### config.mk
export PLATFORM = sky130hd
export DESIGN_NAME = lm75_i2c_target
export DESIGN_NICKNAME = d
export VERILOG_FILES = /design/src/rtl/lm75_i2c_target.sv
export SDC_FILE = /design/constraint.sdc
export NUM_CORES = 1
export LEC_CHECK = 0
export ABC_AREA = 1
export ABC_CLOCK_PERIOD_IN_PS = 3580
export CORE_UTILIZATION = 35
export DETAILED_ROUTE_END_ITERATION = 6
export PLACE_DENSITY = 0.53
export SYNTH_ARGS = -nofsm -noshare
export SYNTH_HDL_FRONTEND = slang
export SYNTH_SLANG_ARGS = --single-unit
### constraint.sdc
create_clock -name Clk_in -period 3.58 [get_ports Clk_in]
set_input_delay 0.537 -clock Clk_in [delete_from_list [all_inputs] [get_ports Clk_in]]
set_output_delay 0.537 -clock Clk_in [all_outputs]
set_load 0.05 [all_outputs]
### src/rtl/lm75_i2c_target.sv
// LM75-compatible I2C target: pointer, Temp, Config, Thyst and Tos registers behind an
// oversampled Scl/Sda front end. It never stretches Scl and only moves Sda while Scl is low.
module lm75_i2c_target #(
    parameter logic [6:0] SLAVE_ADR = 7'h48
) (
    input  logic        Clk_in,
    input  logic        Rst,
    input  logic        Scl_in,
    input  logic        Sda_in,
    input  logic [15:0] Temp,
    output logic        Sda_oe,
    output logic        Os,
    output logic        Busy
);

    typedef enum logic [2:0] {
        IDLE,
        ADDR,
        ADDR_ACK,
        WR_BYTE,
        WR_ACK,
        RD_BYTE,
        RD_ACK,
        WAIT_STOP
    } state_t;

    logic [1:0] sclSync_q;
    logic [1:0] sdaSync_q;
    logic       sclHist_q;
    logic       sdaHist_q;

    state_t      state_q, state_d;
    logic [3:0]  bitCnt_q, bitCnt_d;
    logic [1:0]  byteCnt_q, byteCnt_d;
    logic [7:0]  shift_q, shift_d;
    logic        rw_q, rw_d;
    logic        rdLsb_q, rdLsb_d;
    logic        mAck_q, mAck_d;
    logic        sdaOe_q, sdaOe_d;
    logic [1:0]  ptr_q, ptr_d;
    logic [7:0]  config_q, config_d;
    logic [15:0] thyst_q, thyst_d;
    logic [15:0] tos_q, tos_d;
    logic [7:0]  wrMsb_q, wrMsb_d;
    logic [15:0] tempSnap_q, tempSnap_d;
    logic        osState_q, osState_d;

    logic sclNow, sdaNow;
    logic sclRise, sclFall;
    logic startCond, stopCond;
    logic wrByteOk;
    logic tGeTos, tLtHyst;
    logic [7:0] firstByte, nextByte;

    // Synchronizers idle high so releasing reset on an idle bus produces no edges.
    always_ff @(posedge Clk_in or negedge Rst) begin
        if (!Rst) begin
            sclSync_q <= 2'b11;
            sdaSync_q <= 2'b11;
            sclHist_q <= 1'b1;
            sdaHist_q <= 1'b1;
        end else begin
            sclSync_q <= {sclSync_q[0], Scl_in};
            sdaSync_q <= {sdaSync_q[0], Sda_in};
            sclHist_q <= sclSync_q[1];
            sdaHist_q <= sdaSync_q[1];
        end
    end

    assign sclNow    = sclSync_q[1];
    assign sdaNow    = sdaSync_q[1];
    assign sclRise   = sclNow & ~sclHist_q;
    assign sclFall   = ~sclNow & sclHist_q;
    assign startCond = sclNow & sclHist_q & sdaHist_q & ~sdaNow;
    assign stopCond  = sclNow & sclHist_q & ~sdaHist_q & sdaNow;

    // Temp bits 6:0 carry no information and read back as zero.
    function automatic logic [7:0] selByte(
        input logic [1:0]  p,
        input logic        lsb,
        input logic [15:0] t,
        input logic [7:0]  c,
        input logic [15:0] th,
        input logic [15:0] to
    );
        logic [7:0] b;
        case (p)
            2'd0:    b = lsb ? {t[7], 7'b0} : t[15:8];
            2'd1:    b = c;
            2'd2:    b = lsb ? th[7:0] : th[15:8];
            default: b = lsb ? to[7:0] : to[15:8];
        endcase
        return b;
    endfunction

    assign firstByte = selByte(ptr_q, 1'b0, Temp, config_q, thyst_q, tos_q);
    assign nextByte  = selByte(ptr_q, ~rdLsb_q, tempSnap_q, config_q, thyst_q, tos_q);

    // Config accepts one data byte, Thyst/Tos accept two; Temp accepts none.
    assign wrByteOk = ((ptr_q == 2'd1) && (byteCnt_q == 2'd1)) ||
                      (ptr_q[1] && ((byteCnt_q == 2'd1) || (byteCnt_q == 2'd2)));

    assign tGeTos  = $signed(Temp[15:7]) >= $signed(tos_q[15:7]);
    assign tLtHyst = $signed(Temp[15:7]) <  $signed(thyst_q[15:7]);

    always_ff @(posedge Clk_in or negedge Rst) begin
        if (!Rst) begin
            state_q    <= IDLE;
            bitCnt_q   <= 4'd0;
            byteCnt_q  <= 2'd0;
            shift_q    <= 8'h00;
            rw_q       <= 1'b0;
            rdLsb_q    <= 1'b0;
            mAck_q     <= 1'b0;
            sdaOe_q    <= 1'b0;
            ptr_q      <= 2'd0;
            config_q   <= 8'h00;
            thyst_q    <= 16'h4B00;
            tos_q      <= 16'h5000;
            wrMsb_q    <= 8'h00;
            tempSnap_q <= 16'h0000;
            osState_q  <= 1'b0;
        end else begin
            state_q    <= state_d;
            bitCnt_q   <= bitCnt_d;
            byteCnt_q  <= byteCnt_d;
            shift_q    <= shift_d;
            rw_q       <= rw_d;
            rdLsb_q    <= rdLsb_d;
            mAck_q     <= mAck_d;
            sdaOe_q    <= sdaOe_d;
            ptr_q      <= ptr_d;
            config_q   <= config_d;
            thyst_q    <= thyst_d;
            tos_q      <= tos_d;
            wrMsb_q    <= wrMsb_d;
            tempSnap_q <= tempSnap_d;
            osState_q  <= osState_d;
        end
    end

    always_comb begin
        state_d    = state_q;
        bitCnt_d   = bitCnt_q;
        byteCnt_d  = byteCnt_q;
        shift_d    = shift_q;
        rw_d       = rw_q;
        rdLsb_d    = rdLsb_q;
        mAck_d     = mAck_q;
        sdaOe_d    = sdaOe_q;
        ptr_d      = ptr_q;
        config_d   = config_q;
        thyst_d    = thyst_q;
        tos_d      = tos_q;
        wrMsb_d    = wrMsb_q;
        tempSnap_d = tempSnap_q;
        osState_d  = osState_q;

        // Comparator with hysteresis; shutdown freezes the flag.
        if (!config_q[0]) begin
            if (tGeTos) begin
                osState_d = 1'b1;
            end else if (tLtHyst) begin
                osState_d = 1'b0;
            end
        end

        if (stopCond) begin
            state_d = IDLE;
            sdaOe_d = 1'b0;
        end else if (startCond) begin
            state_d  = ADDR;
            bitCnt_d = 4'd0;
            sdaOe_d  = 1'b0;
        end else begin
            case (state_q)
                IDLE: begin
                end

                ADDR: begin
                    if (sclRise && (bitCnt_q != 4'd8)) begin
                        shift_d  = {shift_q[6:0], sdaNow};
                        bitCnt_d = bitCnt_q + 4'd1;
                    end else if (sclFall && (bitCnt_q == 4'd8)) begin
                        bitCnt_d = 4'd0;
                        if (shift_q[7:1] == SLAVE_ADR) begin
                            state_d = ADDR_ACK;
                            sdaOe_d = 1'b1;
                            rw_d    = shift_q[0];
                        end else begin
                            state_d = WAIT_STOP;
                        end
                    end
                end

                // The fall ending the ACK either starts a write or presents the first read bit.
                ADDR_ACK: begin
                    if (sclFall) begin
                        byteCnt_d = 2'd0;
                        bitCnt_d  = 4'd0;
                        if (rw_q) begin
                            state_d    = RD_BYTE;
                            tempSnap_d = Temp;
                            shift_d    = firstByte;
                            sdaOe_d    = ~firstByte[7];
                            rdLsb_d    = 1'b0;
                        end else begin
                            state_d = WR_BYTE;
                            sdaOe_d = 1'b0;
                        end
                    end
                end

                WR_BYTE: begin
                    if (sclRise && (bitCnt_q != 4'd8)) begin
                        shift_d  = {shift_q[6:0], sdaNow};
                        bitCnt_d = bitCnt_q + 4'd1;
                    end else if (sclFall && (bitCnt_q == 4'd8)) begin
                        bitCnt_d = 4'd0;
                        if ((byteCnt_q == 2'd0) || wrByteOk) begin
                            state_d = WR_ACK;
                            sdaOe_d = 1'b1;
                        end else begin
                            state_d = WAIT_STOP;
                        end
                    end
                end

                // Commits land on the rising edge of the ACK bit; a lone 16-bit MSB never commits.
                WR_ACK: begin
                    if (sclRise) begin
                        case (byteCnt_q)
                            2'd0: ptr_d = shift_q[1:0];
                            2'd1: begin
                                if (ptr_q == 2'd1) begin
                                    config_d = shift_q;
                                end else begin
                                    wrMsb_d = shift_q;
                                end
                            end
                            2'd2: begin
                                if (ptr_q == 2'd2) begin
                                    thyst_d = {wrMsb_q, shift_q};
                                end else begin
                                    tos_d = {wrMsb_q, shift_q};
                                end
                            end
                            default: begin
                            end
                        endcase
                    end else if (sclFall) begin
                        sdaOe_d   = 1'b0;
                        byteCnt_d = byteCnt_q + 2'd1;
                        state_d   = WR_BYTE;
                    end
                end

                RD_BYTE: begin
                    if (sclFall) begin
                        if (bitCnt_q == 4'd7) begin
                            state_d  = RD_ACK;
                            sdaOe_d  = 1'b0;
                            bitCnt_d = 4'd0;
                        end else begin
                            bitCnt_d = bitCnt_q + 4'd1;
                            shift_d  = {shift_q[6:0], 1'b0};
                            sdaOe_d  = ~shift_q[6];
                        end
                    end
                end

                RD_ACK: begin
                    if (sclRise) begin
                        mAck_d = ~sdaNow;
                    end else if (sclFall) begin
                        if (mAck_q) begin
                            state_d = RD_BYTE;
                            rdLsb_d = ~rdLsb_q;
                            shift_d = nextByte;
                            sdaOe_d = ~nextByte[7];
                        end else begin
                            state_d = WAIT_STOP;
                            sdaOe_d = 1'b0;
                        end
                    end
                end

                WAIT_STOP: begin
                end

                default: begin
                    state_d = IDLE;
                    sdaOe_d = 1'b0;
                end
            endcase
        end
    end

    assign Sda_oe = sdaOe_q;
    assign Os     = osState_q ^ config_q[2];
    assign Busy   = (state_q == ADDR_ACK) || (state_q == WR_BYTE) || (state_q == WR_ACK) ||
                    (state_q == RD_BYTE)  || (state_q == RD_ACK);

endmodule

==> results.txt, run 1 <==
* Pin count of the biggest net entering global routing: 64
- Period minus WS final: 2.570 ns
- 23 I/O pins were placed.
- The number of hold-slack violations in the final timing report was 0.
- Number of antenna violations at the first check in global routing: 0
- Clock latency on the worst-skew pair: between 0.3 and 0.4 ns
- Of the available clock period, the critical path in the final layout requires 0.7178.
- Data arrives at the worst endpoint at 2.03 ns.
- Unrepaired setup endpoints after global routing: no
- Slowest stage cell, crit path: sky130_fd_sc_hd__clkdlybuf4s50_1
* Critical path buffers and inverters: 2
- Class of the worst hold path: in2async
- Wire length per cell after detailed routing: 16.18 um
* Count of flip-flops with a built-in enable after synthesis: 0
* Category of the worst setup path launch point: flop
- In this run the worst path has a maximum fanout of 7.
* Maximum cell stage delay along the critical path: 0.79 ns
- Yosys printed 0 warnings.
- Count of antenna-violating nets left after detailed routing: 0
* Setup TNS after final layout: 0 ns
- The worst setup path is captured at an output pin.
* Number of standard cells in the final layout excluding fillers: approximately 860
- Buffers inserted during clock tree synthesis total 9.
- Max-cap violation count: 0
- Post-synthesis cell type count: 43
* Storage cell area: between 2000 and 2500 um2
- PD cells: approximately 730 nW/um2
- Max Transition Viols Final: 0
* Total via count in the routed design: 4474
* Reg clk slew, reported paths: 0.07 ns
* Total of fill cells in the finished design: roughly 1500
* Cell Count Post-Placement: 841
- The final layout contains routed wiring with a total length of between 10 and 15 mm.
* Placer Congestion: 0.8777
- CTS built an H-tree with a depth of 3.
- Number of gates resized after cts: 0
- Remaining max-slew budget at the tightest pin: 0.2772
- After the last flow step, the layout net total stands at 710.
- Iteration-0 DRC Markers: 335
- Slew of the pin with the lowest slew margin: 1.080 ns
- The library cell used most frequently in the layout, excluding fill and tap cells, is sky130_fd_sc_hd__nand2_1.
- Run status: finished, final reports clean
- Netlist area before placement: 5205 um2
* Via count of the first global-routing pass: 4335
- After floorplanning, the core was sized to cover roughly 15000 um2.
* Final setup fails: 0
* Busiest layer in global routing: met2
- The most used flip-flop cell after synthesis is sky130_fd_sc_hd__dfrtp_1.
- Total number of clock tree sinks: 87
- Most frequent cells in the layout: sky130_fd_sc_hd__nand2_1, sky130_fd_sc_hd__dfrtp_1, sky130_fd_sc_hd__o21ai_0, sky130_fd_sc_hd__inv_1, sky130_fd_sc_hd__nand3_1
- GRT Resource Usage Total: 0.1972
- The number of setup buffers added after CTS is 0.
- The first detailed-routing pass ran for 5 iterations.
- Total die area: 15360 um2
- Wire length of the first global-routing pass: 22.78 mm
* Synthesized flop and latch total: 87
- Crit path top cell by count: sky130_fd_sc_hd__nand2_1
- In the final layout, the multi-input gates occupy ~2600 um2.
- CP Class: reg2out
- Worst IR Drop VDD: 0.2530 mV
* DRC: 0
- CTS Buffer Depth: 2
- Layout area overhead: 12.64%
- Proportion of synthesized chip area in sequential cells: 0.4212
- P_leak: 2.827 nW
- Synthesis produced 654 cells.
* Highest achievable clock rate: 389.1 MHz
* Site row count: 44
- Width of the chip: 124.0 um
- Mapped Nets: 696
* Number of antenna cells inserted: 0
- Dividing the synthesized area by the synthesized cell count gives 7.959 um2.
- Post-synth ARST share: 1.000
- Largest delay share family, worst path: buffers and inverters
- Initial Util: 0.3581
- For met1 alone, demand over resource in global routing was 0.2705.
- In the global route stage, met3 resource usage came out at 0.02701.
- Once detailed placement completed, the half-perimeter wirelength came to 9.895 mm.
- Clock tree from TritonCTS: built
- Buffers inserted to repair hold after CTS numbered 0.
- Of the cells placed in the final design, the portion with a size suffix greater than 1 is 0.1204.
- For this run the aggregate overflow at the end of global routing stands at 0.
- Die Ht: 124.0 um
- List of cells traversed by the critical path: inv_2 -> nand2_1 -> nand2_1 -> clkdlybuf4s50_1
- Root Buffer Master: sky130_fd_sc_hd__clkbuf_16
- For the worst setup path, the data required time is 3.04 ns.
- Via density per instance: approximately 5.2
- Final Skew: 0.006567 ns
- Count of input and output buffers: 15
- Met2 Resource Use GR: 0.3132
## logic make-up (layout without fill, tap and decap cells)
group                      Yosys count  count (layout)  synth area share
buffers and inverters               81             100           0.07164
muxes                               14              14           0.03317
xor gates and xnor gates             3               3          0.005049
and+or+nand+nor                    327             327            0.2861
AOI/OAI and AO/OA                  120             120            0.1301
DFF                                 87              87            0.4212
adders and majority gates           22              22           0.05288
## layout make-up
type,instances,share of cell area
clock buffer,12,0.04545
clock inverter,4,0.01686
inverter,62,0.04012
multi-input combinational,486,0.4503
sequential,87,0.3739
tap,184,0.03927
timing repair buffer,22,0.03414
## flip-flops by register name, indices dropped and copies added (netlist names), 3 cells and up
signal	count
state_q	3
bitCnt_q	4
wrMsb_q	8
thyst_q	16
config_q	8
tos_q	16
shift_q	8
tempSnap_q	9
## worst reg2reg max path: stages, from the launching register on
cell and delay (ns):
sky130_fd_sc_hd__dfrtp_1 0.61, sky130_fd_sc_hd__nor2_1 0.93, sky130_fd_sc_hd__nand2_1 0.12, sky130_fd_sc_hd__nand3_1 0.15
sky130_fd_sc_hd__nand2_1 0.08, sky130_fd_sc_hd__a21oi_1 0.12, sky130_fd_sc_hd__nand2_1 0.08, sky130_fd_sc_hd__nand3_1 0.09
sky130_fd_sc_hd__nand2_1 0.05
## routing by layer
metal / up-vias / part of all wire
met4: 0 / 0.019
li1: 2183 / -
met5: - / 0
met2: 110 / 0.45
met3: 20 / 0.043
met1: 2161 / 0.49
## report_power, final
group / switching [W] / internal, W
combinational: 0.00122 / 0.000552
clock: 0.000404 / 0.000742
sequential: 0.000194 / 0.00117
total: 0.00182 / 0.00247
## cell usage after synthesis, types with 3 or more instances
library cell               number  area, um2
sky130_fd_sc_hd__a21oi_1       20      100.1
sky130_fd_sc_hd__a21oi_2        4      35.03
sky130_fd_sc_hd__buf_4          3      22.52
sky130_fd_sc_hd__buf_6          7      78.83
sky130_fd_sc_hd__clkbuf_1       7      26.28
sky130_fd_sc_hd__dfrtp_1       75       1877
sky130_fd_sc_hd__dfstp_2       12      315.3
sky130_fd_sc_hd__ha_1          22      275.3
sky130_fd_sc_hd__inv_1         58      217.7
sky130_fd_sc_hd__mux2_2        10      112.6
sky130_fd_sc_hd__mux2_4         4      60.06
sky130_fd_sc_hd__nand2_1      207      777.0
sky130_fd_sc_hd__nand2_2        4      25.02
sky130_fd_sc_hd__nand3_1       51      255.2
sky130_fd_sc_hd__nand4_1        5      31.28
sky130_fd_sc_hd__nor2_1        38      142.6
sky130_fd_sc_hd__nor2_4         5      56.30
sky130_fd_sc_hd__nor2_8         3      60.06
sky130_fd_sc_hd__o211ai_1      11      82.58
sky130_fd_sc_hd__o21ai_0       70      350.3
sky130_fd_sc_hd__o21ai_1        6      30.03
sky130_fd_sc_hd__o21ai_2        3      26.28
## metrics by stage
step	power, W	utilization	hold WS [ns]	worst slack, ns	cell area, um2
after global placement	0.003133	0.3783	0.3459	1.254	5498
final	0.004286	0.4034	0.2798	1.010	5863
after global routing	0.004596	0.4034	0.3512	0.9507	5863
after detailed placement	0.003141	0.3783	0.3481	1.266	5498
after CTS	0.004298	0.4034	0.3160	1.019	5863
after floorplan	0.002625	-	0.2414	1.893	5205
## path summary, 6_finish.rpt
check,slack (ns),start,cells after the start,end
max,1.01,state_q[2]$_DFFE_PN0P_,4,Busy
min,0.28,Rst,1,tos_q[2]$_DFFE_PN0P_
max reg2reg,1.23,ptr_q[0]$_DFFE_PN0P_,8,Sda_oe$_DFFE_PN0P_
min reg2reg,0.36,sdaSync_q[0]$_DFF_PN1_,0,sdaSync_q[1]$_DFF_PN1_
max in group asynchronous,2.51,Rst,2,sdaSync_q[1]$_DFF_PN1_
min in group Clk_in,0.36,sdaSync_q[0]$_DFF_PN1_,0,sdaSync_q[1]$_DFF_PN1_
Power figures use the tool's default switching activity.
==> inputs of run 2 (changes only) <==
--- a/config.mk
+++ b/config.mk
@@ -6,10 +6,10 @@
 export NUM_CORES = 1
 export LEC_CHECK = 0
 export ABC_AREA = 1
-export ABC_CLOCK_PERIOD_IN_PS = 3580
+export ABC_CLOCK_PERIOD_IN_PS = 2300
 export CORE_UTILIZATION = 35
 export DETAILED_ROUTE_END_ITERATION = 6
-export PLACE_DENSITY = 0.53
+export PLACE_DENSITY = 0.55
 export SYNTH_ARGS = -nofsm -noshare
 export SYNTH_HDL_FRONTEND = slang
 export SYNTH_SLANG_ARGS = --single-unit
==> constraint.sdc (replaced) <==
create_clock -name Clk_in -period 2.3 [get_ports Clk_in]
set_input_delay 0.345 -clock Clk_in [delete_from_list [all_inputs] [get_ports Clk_in]]
set_output_delay 0.345 -clock Clk_in [all_outputs]
set_load 0.05 [all_outputs]
==> run 2 against run 1 <==
  * Cell count up 0.58%
  * Hold slack better by 0.076 ns
  * Flip-flop and latch count unchanged
  * Global-route usage down 0.64 points
  * Clock power up 36%
  * Utilization about the same
  * Critical path depth down 2
  * Sequential power up 55%
  * Final area about the same
  * First-iteration DRC count down 0.60%
  * Critical endpoint is now Os
==> results.txt, run 2 (synthesis gave the netlist of run 1 again) <==
* Run status: finished, final reports clean
- The overall overflow remaining after global route was 0 (unchanged).
* Drt first pass iters: 5 (unchanged)
- The pre-CTS worst setup slack was 0.1970 ns (-1.069 ns).
- The antenna diode count was 0 (unchanged).
- The area of the die is 15360 um2 (unchanged).
- The horizontal die dimension is 124.0 um (unchanged).
- The register-to-register setup slack came to 0.34 ns (-0.89 ns).
- The number of hold-slack violations in the final timing report was 0 (unchanged).
* Number of gates resized after cts: 0 (unchanged)
- Top Registers: thyst_q: 16 flops, tos_q: 16 flops, tempSnap_q: 9 flops
- Category of the worst setup path launch point: flop
- # H-tree levels: 3 (unchanged)
- The number of fill cells in the layout came to 1500 (-1.4%).
- The source-to-sink clock delay at the later pin of the worst-skew pair was 0.35 ns (about the same).
* Total number of clock tree sinks: 87 (unchanged)
* Period minus WS final: just over 2 ns
* Final Skew: 0.007726 ns (+0.001159 ns)
* Busiest layer in global routing: met2
- Based on the critical path, the design can be clocked at up to 480.8 MHz.
- Slowest stage cell, crit path: sky130_fd_sc_hd__clkdlybuf4s50_1
- The total number of vias was 4444 (-0.67%).
- Critical path endpoint category: output pin
- Met2 Resource Use GR: 0.3003 (-0.01285)
- The slew of the pin with the lowest slew margin came to 0.6438 ns (-0.4364 ns).
- The critical path data arrival time came to 1.73 ns (-0.30 ns).
* Placer Congestion: 0.9048 (+3.1%)
- Max Transition Viols Final: 0 (unchanged)
- Pin count of the biggest net entering global routing: 35 (-45%)
- Maximum cell stage delay along the critical path: 0.81 ns (+0.02 ns)
- The setup slack after layout is 0.2200 ns (-0.7901 ns).
* List of cells traversed by the critical path: xor2_1 -> clkdlybuf4s50_1
- Wire length of the first global-routing pass: 22.07 mm (-3.1%)
- Final setup fails: 0 (unchanged)
- Most common cell after layout, fill and taps aside: sky130_fd_sc_hd__nand2_1
- The fraction of layout instances using a drive strength above 1 came to 0.1268 (+0.006487).
* Worst IR Drop VDD: 0.3904 mV (+54%)
* Reg clk slew, reported paths: 0.07 ns (about the same)
* Site row count: 44 (unchanged)
- The I/O pin count was 23 (unchanged).
* Required time at the worst-slack endpoint: 1.96 ns (-1.08 ns)
- The core box area came to 14530 um2 (unchanged).
- Setup repair after global routing left no endpoint under its margin.
- Max FO, Critical Path: 3 (-4)
- The initial antenna violation count was 0 (unchanged).
- DRC: 0 (unchanged)
- The maximum buffer depth of the clock tree was 2 (unchanged).
- Clock tree from TritonCTS: built
* GRT Resource Usage Total: 0.1909 (-0.006376)
- Net count of the finished layout: 715 (+0.70%)
* Wire length per cell after detailed routing: 15.91 um (-1.7%)
- Final wirelength: 13.71 mm (-1.1%)
- Count of antenna-violating nets left after detailed routing: 0 (unchanged)
- The critical path in this run is classified as reg2out.
- The met3 demand-to-capacity share in global routing came to 0.04075 (+0.01374).
- Most frequent cells in the layout: sky130_fd_sc_hd__nand2_1, sky130_fd_sc_hd__dfrtp_1, sky130_fd_sc_hd__o21ai_0, sky130_fd_sc_hd__inv_1, sky130_fd_sc_hd__nand3_1
* Initial Util: 0.3581 (unchanged)
* PD cells: 1100 nW/um2 (+50%)
- The number of violations reported at the end of detailed-routing iteration 0 is 333 (-0.60%).
- The design area came to 5861 um2 (about the same).
- The number of buffers added by the clock tree synthesis step was 9 (unchanged).
- The static leakage came to 2.824 nW (about the same).
- Cell Area, Placed: 5538 um2 (+0.73%)
* Final worst path period share: 0.9043
- Count of input and output buffers: 15 (unchanged)
- The die extent in y was 124.0 um (unchanged).
- The cell sitting at the root of the clock tree is a sky130_fd_sc_hd__clkbuf_16.
- Via count of the first global-routing pass: 4175 (-3.7%)
* Class of the worst hold path: reg2reg
- The total chip power was 0.006446 W (+50%).
- The half-perimeter wire length after detailed placement is 10.23 mm (+3.4%).
- Via density per instance: 5.155 (-1.2%)
- Max-cap violation count: 0 (unchanged)
- Met1 routing resource usage after global routing: 0.2635 (-0.007027)
- The worst-case hold slack was 0.3559 ns (+0.07612 ns).
- The worst slew slack as a fraction of its limit was 0.5698 (+0.2925).
* Layout area overhead: 12.60% (about the same)
- The setup TNS after final layout came to 0 ns (unchanged).
[run 2: cell type report]
type	instances	area, um2	share of cell area
tap	184	230.2	0.03928
clock buffer	9	225.2	0.03843
sequential	87	2192	0.3740
inverter	62	235.2	0.04014
clock inverter	7	87.58	0.01494
timing repair buffer	27	250.2	0.04270
multi-input combinational	486	2640	0.4505
[run 2: timing repair]
item / in CTS / in global routing
hold buffers: 1 / 0
endpoints found under the hold margin: 30 / 0
buffers inserted: 0 / 0
[run 2: stage by stage]
| step | std cells | utilization |
|---|---|---|
| after floorplan | 654 | - |
| after global placement | 845 | 0.3810 |
| after detailed placement | 845 | 0.3810 |
| after CTS | 862 | 0.4032 |
| after global routing | 862 | 0.4032 |
| final | 862 | 0.4032 |
[run 2: worst max-delay path: cells and delay by family, from the launching register on]
| family | cells | cell delay (ns) |
|---|---|---|
| flip-flops | 1 | 0.42 |
| buffers and inverters | 1 | 0.81 |
| XOR/XNOR | 1 | 0.16 |
[run 2: power by group]
part	leakage, nW	internal [W]	switching [W]
clock network	0.148	0.000869	0.000688
registers	1.12	0.00182	0.000300
logic	1.56	0.000888	0.00188
total	2.82	0.00358	0.00286
[run 2: per-layer routing]
| metal | up-vias | wire length, um |
|---|---|---|
| met2 | 111 | 6347 |
| met1 | 2129 | 6474 |
| met3 | 15 | 703 |
| li1 | 2189 | - |
| met4 | 0 | 186 |
| met5 | - | 0 |
[run 2: path summary, 6_finish.rpt]
kind / start / end / depth (start not counted)
hold reg to reg: sdaSync_q[0]$_DFF_PN1_ / sdaSync_q[1]$_DFF_PN1_ / 0
min in group asynchronous: Rst / tempSnap_q[13]$_DFFE_PN0P_ / 2
hold / removal: sdaSync_q[0]$_DFF_PN1_ / sdaSync_q[1]$_DFF_PN1_ / 0
max in group asynchronous: Rst / thyst_q[11]$_DFFE_PN1P_ / 3
setup reg to reg: sclHist_q$_DFF_PN1_ / shift_q[3]$_DFFE_PN0P_ / 10
setup / recovery: config_q[2]$_DFFE_PN0P_ / Os / 2
==> inputs of run 3 (changes only) <==
--- a/config.mk
+++ b/config.mk
@@ -7,9 +7,11 @@
 export LEC_CHECK = 0
 export ABC_AREA = 1
 export ABC_CLOCK_PERIOD_IN_PS = 2300
-export CORE_UTILIZATION = 35
+export CELL_PAD_IN_SITES_DETAIL_PLACEMENT = 1
+export CELL_PAD_IN_SITES_GLOBAL_PLACEMENT = 2
+export CORE_UTILIZATION = 33
 export DETAILED_ROUTE_END_ITERATION = 6
-export PLACE_DENSITY = 0.55
+export PLACE_DENSITY = 0.78
 export SYNTH_ARGS = -nofsm -noshare
 export SYNTH_HDL_FRONTEND = slang
 export SYNTH_SLANG_ARGS = --single-unit
==> run 3 against run 2 <==
  * Sequential share of layout area is 0.25 points lower
  * Flip-flop and latch count stayed put
  * Die area is 6.0% higher
  * Combinational power is 7% higher
==> results.txt, run 3 (synthesis gave the netlist of run 1 again) <==
- The power density over the cells is 1106 nW/um2 (+0.56%).
* Depth of the most critical reg-to-reg path: 10 (unchanged)
- Worst IR Drop VDD: 0.4596 mV (+18%)
* Placer Congestion: 0.8861 (-2.1%)
- Cell Count Post-Placement: 876 (+3.7%)
- Util after Layout: 0.3853 (-0.01794)
- Total via count in the routed design: 4475 (+0.70%)
- Category of the worst setup path launch point: flop
* Setup TNS after final layout: 0 ns (unchanged)
- The worst path required time came to 1.96 ns (about the same).
* Clock buffer count from CTS: 9 (unchanged)
* Via density per instance: 5.011 (-2.8%)
- TritonCTS built the clock tree.
* Pin count of the biggest net entering global routing: 57 (+63%)
- The initial antenna violation count came to 0 (unchanged).
- Switching power: 0.002999 W (+4.7%)
- The area of the die came to 16280 um2 (+6.0%).
- The portion of total power attributed to combinational logic is 0.453 (+0.024).
- The final net count is 719 (+0.56%).
* Count of antenna-violating nets left after detailed routing: 0 (unchanged)
- The starting density of the core came to 0.3399 (-0.01826).
* Number of gates resized after cts: 0 (unchanged)
- Top Registers: thyst_q: 16 flops, tos_q: 16 flops, tempSnap_q: 9 flops
- Area of combinational cells with multiple inputs: 2640 um2 (unchanged)
- Cell internal power dissipation: 0.003528 W (-1.5%)
- Width of the chip: 127.6 um (+2.9%)
- Final hold viol count: 0 (unchanged)
- P_leak: 2.830 nW (+0.19%)
* Critical path endpoint category: output pin
- The I/O pin count came to 23 (unchanged).
- Final wirelength: 15.71 mm (+15%)
- The number of cells on the worst hold path was 0 (unchanged).
- The number of iterations in the first detailed-routing pass was 4 (-1).
- Clock tree synthesis selected as its root buffer the cell sky130_fd_sc_hd__clkbuf_16.
- The total chip power came to 0.006526 W (+1.2%).
- The mean routed wirelength per cell was 17.59 um (+11%).
- The number of fill cells in the layout was 1889 (+26%).
* Most common cell after layout, fill and taps aside: sky130_fd_sc_hd__nand2_1
- The first-pass GRT wire length was 26.14 mm (+18%).
- Total number of clock tree sinks: 87 (unchanged)
- The DRC violations left came to 0 (unchanged).
- The fraction of layout instances using a drive strength above 1 was 0.1320 (+0.005121).
- Post-CTS setup-driven buffer insertion count: 0 (unchanged)
- Reg clk slew, reported paths: 0.07 ns (about the same)
- Slack of the critical path: 0.2370 ns (+0.01695 ns)
* GRT Resource Usage Total: 0.2101 (+0.01925)
- The source-to-sink clock delay at the later pin of the worst-skew pair was 0.35 ns (about the same).
* CP Class: reg2out
- Number of antenna cells inserted: 0 (unchanged)
- Run status: finished, final reports clean
- Highest metal used: met4
- Count of input and output buffers: 15 (unchanged)
* Total overflow reported by the global router: 0 (unchanged)
- Number of standard cells in the final layout excluding fillers: 893 (+3.6%)
- Share of total power in sequential cells: 0.322 (-0.008)
* Detailed route wirelength on metal2: 7.435 mm (+17%)
- Most frequent cells in the layout: sky130_fd_sc_hd__nand2_1, sky130_fd_sc_hd__dfrtp_1, sky130_fd_sc_hd__o21ai_0, sky130_fd_sc_hd__inv_1, sky130_fd_sc_hd__nand3_1
- Max-cap violation count: 0 (unchanged)
- Remaining max-slew budget at the tightest pin: 0.5540 (-0.01583)
- CP arrival: 1.72 ns (about the same)
* Final Skew: 0.01196 ns (+0.004236 ns)
* Site row count: 45 (+2.3%)
- The storage element area was 2192 um2 (unchanged).
* Max FO, Critical Path: 3 (unchanged)
- Share of total power in the clock network: 0.225 (-0.017)
- The core box area was 15310 um2 (+5.4%).
* Via count of the first global-routing pass: 4733 (+13%)
- The die extent in y was 127.6 um (+2.9%).
* Unrepaired setup endpoints after global routing: no
* Detailed placer's ending HPWL: 11.72 mm (+15%)
- The met1 layer wirelength in the final routing is 7.677 mm (+19%).
* Layout area overhead: 13.37%
* Switching share of power: 0.4594 (+0.01500)
- The final setup violation count was 0 (unchanged).
- The highest clock frequency the design can meet is 484.7 MHz (+0.82%).
- The number of levels the H-tree was split into came to 3 (unchanged).
- The tightest min-delay check is of the reg2reg type.
* Reg2reg setup slack: 0.28 ns (-0.06 ns)
- The maximum buffer depth of the clock tree was 2 (unchanged).
* Pre-CTS setup slack: 0.2596 ns (+0.06256 ns)
- The routed length on met3 came to 307 um (-56%).
- The time the final worst path needs with I/O delays and setup is 2.063 ns (-0.01695 ns).
- Iteration-0 DRC Markers: 298 (-11%)
- The slew of the pin with the lowest slew margin was 0.6649 ns (+0.02119 ns).
- The number of pins exceeding their max-slew limit in the final report was 0 (unchanged).
- Final worst path period share: 0.8970 (-0.007369)
## run 3: cell types whose count changed in the layout (fill, tap and decap cells not counted)
| cell | previous run | this run |
|---|---|---|
| sky130_fd_sc_hd__bufinv_16 | 1 | 0 |
| sky130_fd_sc_hd__inv_6 | 1 | 3 |
| sky130_fd_sc_hd__clkbuf_8 | 0 | 1 |
| sky130_fd_sc_hd__inv_8 | 3 | 0 |
| sky130_fd_sc_hd__clkinv_4 | 0 | 1 |
| sky130_fd_sc_hd__buf_4 | 12 | 16 |
## run 3: final cells by class
class,count,share of cell area
Sequential cell,87,0.3715
Multi-Input combinational cell,486,0.4474
Clock buffer,10,0.04050
Tap cell,211,0.04474
Timing Repair Buffer,31,0.04750
Inverter,62,0.03986
Clock inverter,6,0.008482
## run 3: worst max-delay path, stage by stage (launching register included)
cell                              delay [ns]
sky130_fd_sc_hd__dfrtp_1                0.40
sky130_fd_sc_hd__xor2_1                 0.15
sky130_fd_sc_hd__clkdlybuf4s50_1        0.82
## run 3: final timing paths
path                                          from                       to
max reg2reg                    sclHist_q$_DFF_PN1_   shift_q[3]$_DFFE_PN0P_
max in group asynchronous                      Rst  thyst_q[14]$_DFFE_PN1P_
max                        config_q[2]$_DFFE_PN0P_                       Os
min in group asynchronous                      Rst   thyst_q[4]$_DFFE_PN0P_
min                         sclSync_q[0]$_DFF_PN1_   sclSync_q[1]$_DFF_PN1_
min reg2reg                 sclSync_q[0]$_DFF_PN1_   sclSync_q[1]$_DFF_PN1_
## run 3: through the flow
stage,instance area [um2],hold WS [ns]
2_1_floorplan,5205,0.04941
3_3_place_gp,5602,0.3281
3_5_place_dp,5602,0.3414
4_1_cts,5901,0.3640
5_1_grt,5901,0.3648
6_report,5901,0.3606
## run 3: timing repair
| item | in CTS | in global routing |
|---|---|---|
| endpoints found under the setup margin | 0 | 0 |
| hold endpoints to repair | 25 | 0 |
| hold buffers | 1 | 0 |
## run 3: power by group through the flow
stage                     clock network, W  registers, W  logic [W]
final                              0.00147       0.00210    0.00295
after global routing               0.00155       0.00215    0.00332
after CTS                          0.00150       0.00210    0.00298
after detailed placement                 0       0.00213    0.00296
after global placement                   0       0.00211    0.00290
after floorplan                          0       0.00206    0.00203
## run 3: layer usage
layer | GRT usage | up-vias
li1 | - | 2199
met1 | 0.2825 | 2207
met2 | 0.3523 | 51
met3 | 0.02303 | 18
met4 | 0.07059 | 0
met5 | 0 | -
